**config.mk**
```make
export PLATFORM = sky130hd
export DESIGN_NAME = entropy_health
export DESIGN_NICKNAME = d
export VERILOG_FILES = /design/src/rtl/entropy_health.sv
export SDC_FILE = /design/constraint.sdc
export NUM_CORES = 1
export LEC_CHECK = 0
export ABC_CLOCK_PERIOD_IN_PS = 5750
export BUFFER_PORTS_ARGS = -buffer_cell sky130_fd_sc_hd__buf_2
export CAP_MARGIN = 5
export CORE_MARGIN = 10
export CORE_UTILIZATION = 63
export CTS_BUF_LIST = sky130_fd_sc_hd__clkbuf_8
export DETAILED_ROUTE_END_ITERATION = 10
export PLACE_DENSITY = 0.83
export SLEW_MARGIN = 20
export SYNTH_ARGS = -nofsm -noshare
export SYNTH_HDL_FRONTEND = slang
export SYNTH_SLANG_ARGS = --single-unit
export TNS_END_PERCENT = 50
```
**constraint.sdc**
```tcl
create_clock -name clk -period 5.75 [get_ports clk]
set_clock_uncertainty 0.05 [all_clocks]
set_input_delay 0.2875 -clock clk [delete_from_list [all_inputs] [get_ports clk]]
set_output_delay 0.2875 -clock clk [all_outputs]
set_load 0.005 [all_outputs]
```
**src/rtl/entropy_health.sv**
```systemverilog
// Online health monitor for a raw single-bit noise stream.
// Forwards the raw bit through one register stage and runs the
// repetition-count test (RCT) and adaptive-proportion test (APT) in
// parallel, reporting failures as pulses, a sticky alarm and a
// saturating failure counter.
module entropy_health #(
    parameter int unsigned RCT_C = 31,
    parameter int unsigned APT_W = 1024,
    parameter int unsigned APT_C = 589
) (
    input  logic        clk,
    input  logic        reset,
    input  logic        raw,
    input  logic        clear,
    output logic        data,
    output logic        rct_fail,
    output logic        apt_fail,
    output logic        alarm,
    output logic [15:0] fail_cnt
);

    localparam logic [15:0] RCT_CUT  = 16'(RCT_C);
    localparam logic [15:0] APT_CUT  = 16'(APT_C);
    localparam logic [15:0] APT_LAST = 16'(APT_W - 1);

    // data_q doubles as the "previous sample" for the RCT; first_q marks
    // that no previous sample exists yet since reset.
    logic        data_q;
    logic        first_q;
    logic [15:0] rct_cnt_q, rct_cnt_d;
    logic        rct_fail_q, rct_fail_d;
    logic        rct_restart;

    logic [15:0] pos_q, pos_d;
    logic        ref_q, ref_d;
    logic [15:0] apt_cnt_q, apt_cnt_d;
    logic        fired_q, fired_d;
    logic        apt_fail_q, apt_fail_d;
    logic        win_start;
    logic        apt_match;

    logic        alarm_q, alarm_d;
    logic [15:0] fail_cnt_q, fail_cnt_d;
    logic [16:0] fail_sum;
    logic        any_fail;

    // Repetition count: restart on a bit change, saturate at the cutoff,
    // and pulse only on the transition into the cutoff.
    always_comb begin
        rct_restart = first_q || (raw != data_q);
        if (rct_restart) begin
            rct_cnt_d = 16'd1;
        end else if (rct_cnt_q == RCT_CUT) begin
            rct_cnt_d = RCT_CUT;
        end else begin
            rct_cnt_d = rct_cnt_q + 16'd1;
        end
        rct_fail_d = !rct_restart && (rct_cnt_q != RCT_CUT) && (rct_cnt_d == RCT_CUT);
    end

    // Adaptive proportion: a window opens whenever the position counter is
    // zero (including right after reset); the first bit becomes the reference.
    always_comb begin
        win_start = (pos_q == 16'd0);
        apt_match = (raw == ref_q);
        pos_d     = (pos_q == APT_LAST) ? 16'd0 : pos_q + 16'd1;
        if (win_start) begin
            ref_d      = raw;
            apt_cnt_d  = 16'd1;
            fired_d    = 1'b0;
            apt_fail_d = 1'b0;
        end else begin
            ref_d      = ref_q;
            apt_cnt_d  = apt_cnt_q + {15'd0, apt_match};
            apt_fail_d = !fired_q && apt_match && (apt_cnt_d == APT_CUT);
            fired_d    = fired_q || apt_fail_d;
        end
    end

    // Alarm and failure counter react to the registered pulses; a pulse
    // overrides a simultaneous clear.
    always_comb begin
        any_fail = rct_fail_q || apt_fail_q;
        if (any_fail) begin
            alarm_d = 1'b1;
        end else if (clear) begin
            alarm_d = 1'b0;
        end else begin
            alarm_d = alarm_q;
        end
        fail_sum   = {1'b0, fail_cnt_q} + {16'd0, rct_fail_q} + {16'd0, apt_fail_q};
        fail_cnt_d = fail_sum[16] ? 16'hFFFF : fail_sum[15:0];
    end

    // State registers with synchronous reset to the "no previous sample" state.
    always_ff @(posedge clk) begin
        if (reset) begin
            data_q     <= 1'b0;
            first_q    <= 1'b1;
            rct_cnt_q  <= 16'd0;
            rct_fail_q <= 1'b0;
            pos_q      <= 16'd0;
            ref_q      <= 1'b0;
            apt_cnt_q  <= 16'd0;
            fired_q    <= 1'b0;
            apt_fail_q <= 1'b0;
            alarm_q    <= 1'b0;
            fail_cnt_q <= 16'd0;
        end else begin
            data_q     <= raw;
            first_q    <= 1'b0;
            rct_cnt_q  <= rct_cnt_d;
            rct_fail_q <= rct_fail_d;
            pos_q      <= pos_d;
            ref_q      <= ref_d;
            apt_cnt_q  <= apt_cnt_d;
            fired_q    <= fired_d;
            apt_fail_q <= apt_fail_d;
            alarm_q    <= alarm_d;
            fail_cnt_q <= fail_cnt_d;
        end
    end

    assign data     = data_q;
    assign rct_fail = rct_fail_q;
    assign apt_fail = apt_fail_q;
    assign alarm    = alarm_q;
    assign fail_cnt = fail_cnt_q;

endmodule

```
# After elaboration in Yosys (flattened, before gate mapping)
# Cells that the tools add are included.
[totals] elab_cells=44 register_bits=71 in_bits=4 out_inout_bits=20
[classes] eq_ne=7 add_sub_neg=5 muxes=7 n_reduce_logical=13
[ops] cell="16-bit 2-to-1 mux" n=3
[ops] cell="16-bit by 1-bit adder with 16-bit output, second input constant" n=2
[ops] cell="16-bit by 10-bit == test with 1-bit output, second input constant" n=2
[ops] cell="16-bit by 5-bit == test with 1-bit output, second input constant" n=2
[ops] cell="16-bit by 1-bit adder with 17-bit output" n=1
[ops] cell="17-bit by 1-bit adder with 17-bit output" n=1
[ops] cell="16-bit by 1-bit adder with 16-bit output" n=1
[ops] cell="16-bit zero test" n=1
[ops] cell="16-bit by 5-bit != test with 1-bit output, second input constant" n=1
[ops] cell="1-bit logical AND" n=4
[ops] cell="1-bit 2-to-1 mux" n=4
[ops] cell="2-bit OR reduction" n=2
[ops] cell="1-bit logical OR" n=3
[ops] cell="1-bit zero test" n=2
[ops] cell="2-bit nonzero test" n=1
[ops] cell="1-bit == test" n=1
[ops] cell="1-bit != test" n=1

# Depth between registers and ports, before layout
# Gate-level depths: netlist (run 1).
[depth] word_depth=5 ltp_mapped=9 depth_no_buf=9

# Least setup slack after synthesis (run 1)
# OpenSTA, ideal clock, no wires.
[synth_path] kind="register to register" start="register ref_q" end="register fired_q" stages_incl_launch_ff=10 t_arrival_ns=1.917 required_ns=5.573 period_less_slack_ns=2.094 slack_ns=3.656 path_buffers=1 setup_time_ns=0.127 path_cell_list="dfxtp_1 xnor2_1 ha_1 ha_1 buf_1 a21oi_1 o311ai_0 o31ai_1 o2111ai_1 o31ai_2"
[synth_between] elab_chain_len=5 elab_cells_between_ends=6 cone_classes="add/sub (1); eq/ne (2); reduce/logical (3)"
[synth_lines] element="from (decl)" line="35" text="logic ref_q, ref_d;"
[synth_lines] element="from (signal assigned)" line="115" text="ref_q <= ref_d;"
[synth_lines] element="1-bit == test *" line="65" text="apt_match = (raw == ref_q);"
[synth_lines] element="16-bit by 1-bit adder with 16-bit output" line="74" text="apt_cnt_d = apt_cnt_q + {15'd0, apt_match};"
[synth_lines] element="16-bit by 10-bit == test with 1-bit output" line="75" text="apt_fail_d = !fired_q && apt_match && (apt_cnt_d == APT_CUT);"
[synth_lines] element="1-bit logical AND *" line="75"
[synth_lines] element="1-bit logical OR *" line="76" text="fired_d = fired_q || apt_fail_d;"
[synth_lines] element="to (signal assigned)" line="117" text="fired_q <= fired_d;"
[synth_lines] element="to (decl)" line="37" text="logic fired_q, fired_d;"
# Mark *: on every way between the ends. The rest lies on a longest branch, timed or not.
# A chain may end at the register's enable or synchronous reset.

# Final worst setup path (run 1)
[layout_path] start="register apt_fail_q, in the netlist apt_fail" end="register fail_cnt_q[10], in the netlist fail_cnt[10]"
[layout_between] elab_chain_len=2
[layout_lines] element="from (decl)" line="38" text="logic apt_fail_q, apt_fail_d;"
[layout_lines] element="from (signal assigned)" line="118" text="apt_fail_q <= apt_fail_d;"
[layout_lines] element="17-bit by 1-bit adder with 17-bit output" line="91" text="fail_sum = {1'b0, fail_cnt_q} + {16'd0, rct_fail_q} + {16'd0, apt_fail_q};"
[layout_lines] element="16-bit 2-to-1 mux" line="92" text="fail_cnt_d = fail_sum[16] ? 16'hFFFF : fail_sum[15:0];"
[layout_lines] element="to (signal assigned)" line="120" text="fail_cnt_q <= fail_cnt_d;"
[layout_lines] element="to (decl)" line="43" text="logic [15:0] fail_cnt_q, fail_cnt_d;"
# Every way passes these cells.

==> flow_summary.yaml, run 1 <==
final_layout:
  num_antenna_cells: 0
  drive_gt1_frac: 0.130
  multi_input_area_sq_um: 1930
  fillers: 414
  fin_cells: 496
  seqCellArea_sq_um: 1420
  fin_nets: 431
  areaGrowthSynthToFinish_pct: 9.43
synthesis:
  synth_area_per_cell_sq_um: 8.80
  syn_nets: 410
  yosysWarnings: 0
  synth.cell_area_sq_um: 3500
  ys_ff_latch: 71
  synthCells: 398
  async_flop_share: 0
  synth_edf_count: 0
  ys_types: 56
  synth-seq-area-share: 0.406
  yosys_most_used_dff: "dfxtp_1"
timing:
  hold_viol: 0
  setup_viol: 0
  fin_crit_sh: 0.427
  grt_setup_unrepaired: "no"
  maxSlewHeadroom: 0.576
  drv_slew: 0
  fmax_mhz: 408
  worstMarginPinSlew_ns: 0.632
  final.min_clock_period_ns: 2.45
  fin_setup_tns_ns: 0
clock_tree:
  numCtsBuffers: 9
  cts.repair.resized: 0
  hold_buffers: 0
  insertion_delay_ns: 0.35
  clock-sinks: 71
  cts_tree: "done"
  path_clk_slew_ns: 0.08
  cts_setup_buffers: 0
  clockBufferDepth: 2
  htreeDepth: 3
  cts-root-buf: "clkbuf_8"
place:
  dpl.hpwl_um: 4900
  placed_cells: 480
  gp_congestion: 0.851
  io_buffers: 23
worst_hold_path:
  hold_path.startpoint: "raw"
  hold_path_depth: 2
  min_to: "data"
  hold_path.class: "in2reg"
floorplan:
  core_area_sq_um: 5440
  die_area_sq_um: 8940
  initial_core_util: 0.644
  die-width_um: 94.6
  io_pins: 24
  die_h_um: 94.6
  num_rows: 27
drt:
  vias: 2822
  first_pass_iters: 6
  drt-total-wl_um: 6950
  post_drt_wl_per_cell_um: 14.0
  drtIter0Drc: 153
  vias_per_cell: 5.69
  ant_nets: 0
  drc: 0
grt:
  grt_usage: 0.160
  grt_pass1_wl_um: 11800
  grt_max_degree: 26
  grt_pass1_vias: 2663
  overflow: 0
  antenna_found_initial: 0
setup_path:
  cp.arrival_ns: 2.67
  cp-start-kind: "flop"
  crit_family: "simple AND/OR/NAND/NOR gates"
  required_ns: 5.97
  crit_buf_inv: 2
  end_kind: "flop"
  worstSetupPathType: "reg2reg"
  crit_chain: "inv_1, fa_1, inv_1, ha_1, nand3_1, nor2_1, nand3_1, a21oi_1"
  path_max_fanout: 13
  crit_start: "apt_fail"
  cp_slowest_cell: "nand3_1"
  r2r_slack_ns: 3.30
  r2r_end: "fail_cnt[10]"
  worst_r2r_startpoint: "apt_fail"
  r2r.worst_path.cells: 8
  cpPeakStageDelay_ns: 0.46
status:
  outcome: "complete, no violations"
power_and_ir_drop:
  power_uw: 952
  powerDensity_nw_per_um2: 248
  ir_worst_vdd_mv: 0.172
  leakage_nw: 1.42
flow_run:
  drv_cap: 0
-- report_power, final --
group	switching [mW]	internal, mW	total (mW)
clock network	0.198	0.214	0.413
registers	0.00527	0.497	0.502
logic	0.0237	0.0131	0.0368
-- cells by family (layout without fill, tap and decap cells) --
group                    count (synthesis)  after routing  share of synthesized area
AND/OR/NAND/NOR                        176            176                      0.279
multiplexers                             7              7                     0.0204
buffers and inverters                   33             59                     0.0446
XOR/XNOR                                51             51                      0.128
adder cells (fa/ha/maj)                  8              8                     0.0307
flip-flops                              71             71                      0.406
AO/OA/AOI/OAI                           52             52                     0.0918
-- cells in the mapped netlist (all sizes together) (2+ instances only) --
cell      n  area (sq um)
nor3b     2          15.0
and3b     2          18.8
dfxtp    71          1420
ha        7          87.6
and3     11          68.8
a21oi    25           125
o31ai     6          50.1
a31o      3          26.3
o21ai     7          35.0
nor4b     2          23.8
buf       9          66.3
xor2     20           175
o311ai    2          17.5
or4       3          22.5
nor3     12          65.1
clkbuf    4          15.0
and2      4          25.0
nor2     54           203
nand4    16           130
and4      3          26.3
nand2b    5          31.3
inv      20          75.1
or3       2          12.5
nor4     11          90.1
o2111ai   2          17.5
mux2i     6          60.1
a31oi     4          25.0
xnor2    31           272
nand2    23          96.4
nand3    21           110
-- state kept, by name, summed over array words and instances (netlist names) --
name and count:
first_q 1, rct_fail 1, data 1, alarm 1, apt_cnt_q 16, pos_q 16, apt_fail 1, fail_cnt 16
ref_q 1, rct_cnt_q 16, fired_q 1
-- metrics by stage --
stage | instance area [sq um] | hold WS (ns) | util | worst slack (ns)
after floorplan | 3500 | 0.265 | - | 3.66
after global placement | 3630 | 0.391 | 0.667 | 3.45
after detailed placement | 3630 | 0.401 | 0.667 | 3.30
after CTS | 3830 | 0.163 | 0.705 | 3.32
after global routing | 3830 | 0.180 | 0.705 | 3.04
final | 3830 | 0.167 | 0.705 | 3.30
-- worst max-delay path by stage --
stage | endpoint | slack (ns) | depth (start not counted)
2_1_floorplan | fired_q | 3.66 | 9
3_3_place_gp | fail_cnt[1] | 3.45 | 8
3_5_place_dp | fired_q | 3.30 | 9
4_1_cts | fail_cnt[10] | 3.32 | 8
5_1_grt | fail_cnt[10] | 3.04 | 8
6_report | fail_cnt[10] | 3.30 | 8
-- layer usage --
metal  global-route usage  routed length (um)  part of all wire
met4               0.0773                 112             0.016
met3               0.0381                 311             0.045
met2                0.256                3300              0.48
met5                    0                   0                 0
met1                0.199                3220              0.46
-- final cells by class --
class | instances | share of cell area
tap | 72 | 0.0235
timing repair buffer | 23 | 0.0300
multi-input combinational | 294 | 0.502
inverter | 20 | 0.0196
clock buffer | 10 | 0.0359
sequential | 71 | 0.371
clock inverter | 6 | 0.0180
-- cell usage in the layout, fill, tap and decap left out, drive strengths merged, types with 2 or more instances in the layout --
cell type / instances
dfxtp: 71
nor2: 54
xnor2: 31
a21oi: 25
buf: 23
nand2: 23
inv: 21
nand3: 21
xor2: 20
nand4: 16
nor3: 12
and3: 11
nor4: 11
clkbuf: 10
ha: 7
o21ai: 7
mux2i: 6
o31ai: 6
nand2b: 5
a31oi: 4
and2: 4
and4: 3
or4: 3
a31o: 3
clkinv: 3
or3: 2
o311ai: 2
o2111ai: 2
nor3b: 2
and3b: 2
nor4b: 2
Note: power is estimated with default switching activity, not from simulation.
==> inputs of run 2 (changes only) <==
--- a/config.mk
+++ b/config.mk
@@ -5,14 +5,14 @@
 export SDC_FILE = /design/constraint.sdc
 export NUM_CORES = 1
 export LEC_CHECK = 0
-export ABC_CLOCK_PERIOD_IN_PS = 5750
+export ABC_CLOCK_PERIOD_IN_PS = 2000
 export BUFFER_PORTS_ARGS = -buffer_cell sky130_fd_sc_hd__buf_2
 export CAP_MARGIN = 5
 export CORE_MARGIN = 10
-export CORE_UTILIZATION = 63
+export CORE_UTILIZATION = 56
 export CTS_BUF_LIST = sky130_fd_sc_hd__clkbuf_8
 export DETAILED_ROUTE_END_ITERATION = 10
-export PLACE_DENSITY = 0.83
+export PLACE_DENSITY = 0.78
 export SLEW_MARGIN = 20
 export SYNTH_ARGS = -nofsm -noshare
 export SYNTH_HDL_FRONTEND = slang
==> constraint.sdc (replaced) <==
create_clock -name clk -period 2 [get_ports clk]
set_clock_uncertainty 0.05 [all_clocks]
set_input_delay 0.1 -clock clk [delete_from_list [all_inputs] [get_ports clk]]
set_output_delay 0.1 -clock clk [all_outputs]
set_load 0.005 [all_outputs]
==> flow_summary.yaml, run 2 (synthesis gave the netlist of run 1 again) <==
setup_path:
  cp-start-kind: "flop"
  crit_chain: "xnor2_2, ha_1, ha_2, buf_4, a21oi_2, o311ai_1, o31ai_2, o2111ai_2, o31ai_2"
  r2r.worst_path.cells: 9
  required_ns: 2.23
  r2r_slack_ns: -0.006
  cpPeakStageDelay_ns: 0.34
  worstSetupPathType: "reg2reg"
  cp_common_cell: "o31ai_2"
  r2r_end: "fired_q"
  cp_slowest_cell: "dfxtp_2"
  path_max_fanout: 4
  cp.arrival_ns: 2.23
  crit_buf_inv: 1
  crit_family: "compound AO/OA/AOI/OAI gates"
  crit_start: "ref_q"
  end_kind: "flop"
  worst_r2r_startpoint: "ref_q"
timing:
  fmax_mhz: 499
  maxSlewHeadroom: 0.696
  final.min_clock_period_ns: 2.01
  drv_slew: 0
  hold_viol: 0
  grt_setup_unrepaired: "yes"
  fin_crit_sh: 1.00
  hold-worst-slack_ns: 0.0395
  worstMarginPinSlew_ns: 0.450
  setup_slack_ns: -0.00587
  setup_viol: 1
grt:
  grt_pass1_vias: 2813
  use_met1: 0.186
  grt_usage: 0.154
  grt_pass1_wl_um: 12800
  grt-busiest-layer: "met2"
  antenna_found_initial: 0
  grt_util_met3: 0.0519
  overflow: 0
  grtUsageMet2: 0.248
  grt_max_degree: 25
final_layout:
  areaGrowthSynthToFinish_pct: 20.9
  fin_nets: 466
  drive_gt1_frac: 0.251
  final_common_cell: "dfxtp_1"
  num_antenna_cells: 0
  layout_common_cells: "dfxtp_1, nor2_1, buf_4"
power_and_ir_drop:
  ir_worst_vdd_mv: 0.615
  leakage_nw: 1.61
  power_mw: 2.78
  powerDensity_nw_per_um2: 656
flow_run:
  drv_cap: 0
drt:
  post_drt_wl_per_cell_um: 14.6
  ant_nets: 0
  drtIter0Drc: 139
  drc: 0
  vias: 3038
  first_pass_iters: 5
  drt-total-wl_um: 7800
  vias_per_cell: 5.69
clock_tree:
  htreeDepth: 3
  cts-root-buf: "clkbuf_8"
  numCtsBuffers: 9
  clockBufferDepth: 2
  cts_setup_buffers: 0
  path_clk_slew_ns: 0.08
  clock-sinks: 71
  insertion_delay_ns: 0.36
  cts_tree: "done"
worst_hold_path:
  hold_path.class: "in2reg"
  hold_path.startpoint: "raw"
  hold_path_depth: 3
  min_to: "ref_q"
floorplan:
  core_area_sq_um: 5990
  die-width_um: 99.1
  die_h_um: 99.1
  num_rows: 28
  die_area_sq_um: 9820
  initial_core_util: 0.585
  io_pins: 24
place:
  gp_congestion: 0.927
  dpl.hpwl_um: 5340
  io_buffers: 23
status:
  outcome: "finished with violations"
  violations: "negative setup slack"
[run 2: cell count changes in the layout (fill, tap and decap cells not counted), moves of 3 or more]
cell     before  now
ha_2          0    4
a21oi_2       0    5
dfxtp_2       0    3
buf_4         0   32
ha_1          7    3
nor4_1        9    6
a21oi_1      25   20
dfxtp_1      71   68
[run 2: routing by layer]
metal  share of wire  routed length (um)
met1            0.45                3540
met2            0.48                3770
met3           0.046                 357
met4           0.017                 135
met5               0                   0
[run 2: worst reg2reg max path, cell delays in order (launching register included)]
cell	delay, ns
dfxtp_2	0.34
xnor2_2	0.14
ha_1	0.19
ha_2	0.20
buf_4	0.15
a21oi_2	0.16
o311ai_1	0.15
o31ai_2	0.11
o2111ai_2	0.18
o31ai_2	0.26
[run 2: power by group]
part	switching (mW)	internal, mW
registers	0.0145	1.43
logic	0.0849	0.0632
clock network	0.572	0.616
[run 2: cell type report]
| cell class | instances | area, sq um |
|---|---|---|
| Multi-Input combinational cell | 294 | 2050 |
| Fill cell | 433 | 1750 |
| Sequential cell | 71 | 1430 |
| Timing Repair Buffer | 58 | 387 |
| Clock buffer | 10 | 138 |
| Tap cell | 75 | 93.8 |
| Inverter | 20 | 75.1 |
| Clock inverter | 6 | 67.6 |
[run 2: worst max path at each step]
| stage | end | slack (ns) | depth (start not counted) |
|---|---|---|---|
| after floorplan | fail_cnt[2] | 0.04 | 9 |
| after global placement | fail_cnt[1] | 0.01 | 9 |
| after detailed placement | fired_q | -0.06 | 7 |
| after CTS | fired_q | 0.002 | 10 |
| after global routing | fired_q | -0.11 | 9 |
| final | fired_q | -0.006 | 9 |
[run 2: timing repair]
action                                 4_1_cts  5_1_grt
resized for setup                           10       21
setup endpoints to repair                   17       19
pin swaps                                    3        9
endpoints found under the hold margin        2        0
hold buffers                                 2        0
[run 2: stage by stage]
stage	std cells	TNS [ns]	worst slack, ns	instance area [sq um]	util
finish	534	-0.00587	-0.00587	4240	0.707
floorplan	398	0	0.0401	3510	-
CTS	534	0	0.00155	4160	0.694
global placement	516	0	0.0111	3880	0.648
detailed placement	516	-0.164	-0.0559	3880	0.648
global route	534	-0.202	-0.114	4240	0.707
